===== src/rtl/five_bit_adder.sv =====
//-----------------------------------------------------------------------------
// five_bit_adder
//
// Registered 5-bit unsigned adder with carry-in and carry-out. The sum is
// formed by a structural ripple chain of five identical full-adder stages
// (bit 0 to bit 4), and the 6-bit result {carry_out, sum} is captured on the
// rising edge of clk. Latency is one cycle, throughput one addition per cycle.
//
// Ports (positional order is fixed):
//   sum        out  5  registered low 5 bits of a + b + carry_in
//   carry_out  out  1  registered MSB carry (bit 5) of a + b + carry_in
//   a          in   5  unsigned addend
//   b          in   5  unsigned addend
//   carry_in   in   1  carry into bit 0
//   clk        in   1  rising-edge clock
//   rst        in   1  synchronous, active-high reset (clears sum/carry_out)
//-----------------------------------------------------------------------------

//-----------------------------------------------------------------------------
// full_adder_stage
//
// One bit of the ripple chain.
//
// Ports:
//   a, b   in   1  operand bits
//   c_in   in   1  carry from the previous stage
//   s      out  1  sum bit
//   c_out  out  1  carry to the next stage
//-----------------------------------------------------------------------------
module full_adder_stage (
   input  logic a,
   input  logic b,
   input  logic c_in,
   output logic s,
   output logic c_out
);

   logic half_sum;

   assign half_sum = a ^ b;
   assign s        = half_sum ^ c_in;
   // Generate when both bits are set, propagate an incoming carry otherwise.
   assign c_out    = (a & b) | (c_in & half_sum);

endmodule : full_adder_stage

module five_bit_adder (
   output logic [4:0] sum,
   output logic       carry_out,
   input  logic [4:0] a,
   input  logic [4:0] b,
   input  logic       carry_in,
   input  logic       clk,
   input  logic       rst
);

   localparam int unsigned WIDTH = 5;

   // carry[i] is the carry into stage i; carry[WIDTH] is the final carry out.
   logic [WIDTH:0]   carry;
   logic [WIDTH-1:0] sum_comb;

   assign carry[0] = carry_in;

   for (genvar i = 0; i < WIDTH; i++) begin : g_ripple
      full_adder_stage u_stage (
         .a     (a[i]),
         .b     (b[i]),
         .c_in  (carry[i]),
         .s     (sum_comb[i]),
         .c_out (carry[i+1])
      );
   end : g_ripple

   // Output registers. There is no valid/ready: every edge captures a new
   // result, and reset wins over the adder result at that edge.
   // NOTE: reset is sampled only on the clock edge, so rst is deliberately
   // absent from the sensitivity list; a pulse between edges does nothing.
   always_ff @(posedge clk) begin
      // NOTE: non-blocking assignments keep every register updating from the
      // pre-edge values, independent of statement order.
      if (rst) begin
         sum       <= '0;
         carry_out <= 1'b0;
      end else begin
         sum       <= sum_comb;
         carry_out <= carry[WIDTH];
      end
   end

endmodule : five_bit_adder


===== config.mk =====
export PLATFORM = sky130hd
export DESIGN_NAME = five_bit_adder
export DESIGN_NICKNAME = d
export VERILOG_FILES = /design/src/rtl/five_bit_adder.sv
export SDC_FILE = /design/constraint.sdc
export NUM_CORES = 1
export LEC_CHECK = 0
export ABC_CLOCK_PERIOD_IN_PS = 2850
export BUFFER_PORTS_ARGS = -buffer_cell sky130_fd_sc_hd__clkbuf_2
export CORE_AREA = 2 2 39 41
export CTS_CLUSTER_DIAMETER = 30
export DETAILED_ROUTE_END_ITERATION = 7
export DIE_AREA = 0 0 41 43
export PLACE_DENSITY = 0.49
export SETUP_SLACK_MARGIN = 0.15
export SYNTH_ARGS = -nofsm -noshare
export SYNTH_HDL_FRONTEND = slang
export SYNTH_SLANG_ARGS = --single-unit

===== constraint.sdc =====
create_clock -name clk -period 2.85 [get_ports clk]
set_clock_uncertainty 0.05 [all_clocks]
set_input_delay 0.285 -clock clk [delete_from_list [all_inputs] [get_ports clk]]
set_output_delay 0.285 -clock clk [all_outputs]
set_load 0.005 [all_outputs]

==> run summary <==
The min-delay analysis places its worst path in the category input pin to flop. The overall track demand over capacity in global routing was 0.0640. The share of flip-flops with an asynchronous set or reset is 0.

Power comes to 0.212 mW. The worst hold path cell count is 2. Synthesis produced 24 cells. On the final layout, the worst hold slack is 229 ps. VDD sags by at most 0.0811 mV. The logs give 2350 ps for the data arrival time of the critical path and 683 microns for the first-pass GRT wire length.

For this run, the number of Yosys warnings is 0. Traced cell by cell, the critical path runs through clkbuf_2 -> inv_1 -> fa_1 -> inv_1 -> fa_1 -> fa_1 -> fa_1 -> inv_1 -> fa_1 -> nor2_1. For this run the aggregate overflow at the end of global routing stands at 0. The netlist uses 5 different library cells. The worst path setup slack after routing was 629 ps; the number of antenna violations at the first check in global routing was 0. The shortest period the worst path allows came out at 2220 ps. The run gives 0 as the final antenna diode count. For hold timing, the worst endpoint is carry_out. The detailed router finished its first iteration with 0 violations. After clock tree synthesis, the repair step resized 0 gates. During placement, the flow inserted port buffers numbering 18.

Setup violations remaining at the end of the flow were counted as 0. The worst relative slew slack was 0.925. The tools report the total via count after detailed routing as 212. TritonCTS built the clock tree. Across the whole layout, storage elements account for 120 sq um. The layout cell share with drive strength beyond 1 was 0.467.

The largest individual stage delay along the critical path comes from the cell fa_1. The tools report the cell area after placement as 387 sq um. The kind of cell with the highest combined delay along the critical path is adder cells.

The tools report the effective utilization at floorplan as 0.200. dfxtp_1 takes more of the synthesized area than any other cell. After synthesis the netlist holds a flip-flop and latch count of 6.

In the final timing run, aggregate negative setup slack is 0 ps. Setup repair after global routing left no endpoint under its margin. The filler cell count was 154; the hold buffer count at cts was 0.

For the number of max-slew violations in the final report, the log shows 0. By area the synthesized netlist is led by dfxtp_1 (43%), fa_1 (36%), inv_1 (9.5%). Once layout is done, the placed cells without fillers occupy 409 sq um. In this run, CTS created clock tree buffers numbering 3. The run gives 355 ps as the pre-CTS worst setup slack. The peak fanout along the critical path was 1. The chip height was 43 microns; the standard-cell row count was 14.

Primary flip-flop cell chosen by synthesis mapping: dfxtp_1. Averaged over all synthesized cells, the footprint is 11.5 sq um. The critical path contains buffers and inverters numbering 4 combined.

For this design the static power due to leakage is 0.226 nW. The share of the clock period used by the worst path is 0.779. The floorplan step defined a core boundary enclosing 1380 sq um. The count of final hold-check violations was 0; the data required time of the worst path was 2980 ps.

The via count of the first global-routing pass is 199. For this design, the sink count on the clock tree is 6. The highest layer touched by signal routing is met4. The largest stage delay on the critical path is 410 ps. The top achievable clock speed was 450 MHz.

In the final layout, the multi-input gates occupy 130 sq um. The number of nets handed over by synthesis was 42. Among the stages of the critical path, the cell type that occurs most often is fa_1.

The net count reported at finish was 65. The detailed router put a total of 165 microns of wire on met1. Measured along the x axis, the die boundary spans 41 microns. For the pin count of the biggest net entering global routing, the log shows 7.

The synthesized netlist occupies a cell area of 277 sq um. Once detail routing completed, the nets flagged for antenna violations numbered 0. The clock slew at the register clock pins of the worst setup and hold paths was 40 ps; the area added between synthesis and finish was 48.0%.

By startpoint and endpoint, the worst setup path is classified as input pin to flop. In this run the clock root is driven by a clkbuf_4. After synthesis, the most frequently instantiated cells are inv_1 (7), dfxtp_1 (6), fa_1 (5). Pin placement for this block handled 19 I/O pins.

Sequential area share after synthesis: 0.434. The routed length on met2 was 196 microns; the count of maximum capacitance violations was 0. The buffer levels on the longest clock path is 2, and the final weighted congestion in routability-driven placement is 0.598. The share of the synthesized area in the top cell type was 0.434; the routed length per instance was 7.31 microns. The run finished with clean final reports. In this run the power density over the cells is 519 nW/um^2. The wire length after detailed routing came out at 446 microns. STA classifies the critical path startpoint as an input pin. The tools report the area enclosed by the die boundary as 1760 sq um. The number of enable-type register cells in the synthesized netlist is 0, and the slew at the pin with the worst max-slew slack is 113 ps.

STA classifies the critical path endpoint as a flop. The number of setup buffers added after CTS is 0. The run gives 0 as the post-route DRC violation count. In this run the most critical hold path is launched from rst. The sum of net half-perimeters after detailed placement is 434 microns.

Using the TritonRoute via totals, the vias-per-cell ratio works out to 3.48. The routed wire length on met3 came out at 69 microns. The H-tree depth is 1.

Cell with the most instances after synthesis: inv_1. Detailed-routing iteration count for the pre-antenna-repair pass: 1.
[area by class of cell]
| cell class | instances | area share |
|---|---|---|
| Tap cell | 16 | 0.0489 |
| Inverter | 7 | 0.0642 |
| Clock buffer | 3 | 0.0550 |
| Timing Repair Buffer | 18 | 0.220 |
| Sequential cell | 6 | 0.294 |
| Multi-Input combinational cell | 11 | 0.318 |
[state kept, by name, summed over array words and instances, names as in the netlist]
register   cells
sum            5
carry_out      1
[where the power goes]
group | internal [mW] | switching, mW | total [mW]
logic | 0.0228 | 0.0187 | 0.0415
clock network | 0.0474 | 0.0272 | 0.0745
registers | 0.0941 | 0.00217 | 0.0963
[through the flow]
step,utilization,cells
after floorplan,-,24
after global placement,0.279,58
after detailed placement,0.279,58
after CTS,0.296,61
after global routing,0.296,61
final,0.296,61
[routing by layer]
layer	vias to the layer above	GRT usage
met5	-	0
met4	0	0.100
met3	2	0
met2	17	0.0938
met1	86	0.0602
li1	107	-
[kinds of logic after synthesis]
| logic type | synth area share |
|---|---|
| buffers and inverters | 0.0950 |
| flip-flops | 0.434 |
| AND/OR/NAND/NOR | 0.109 |
| adder cells (fa/ha/maj) | 0.362 |
[layout by cell type, fill, tap and decap left out]
cell type  instances
clkbuf_2          18
clkbuf_4           3
dfxtp_1            6
fa_1               5
inv_1              7
nor2_1             3
nor2b_1            3
[how the worst max path moves through the flow]
stage          from  endpoint  cells after the start
2_1_floorplan  a[0]    sum[4]                      9
3_3_place_gp   a[0]    sum[4]                     10
3_5_place_dp   a[0]    sum[4]                     10
4_1_cts        a[0]    sum[4]                     10
5_1_grt        a[0]    sum[4]                     10
6_report       a[0]    sum[4]                     10
(Power assumes the default switching activity.)
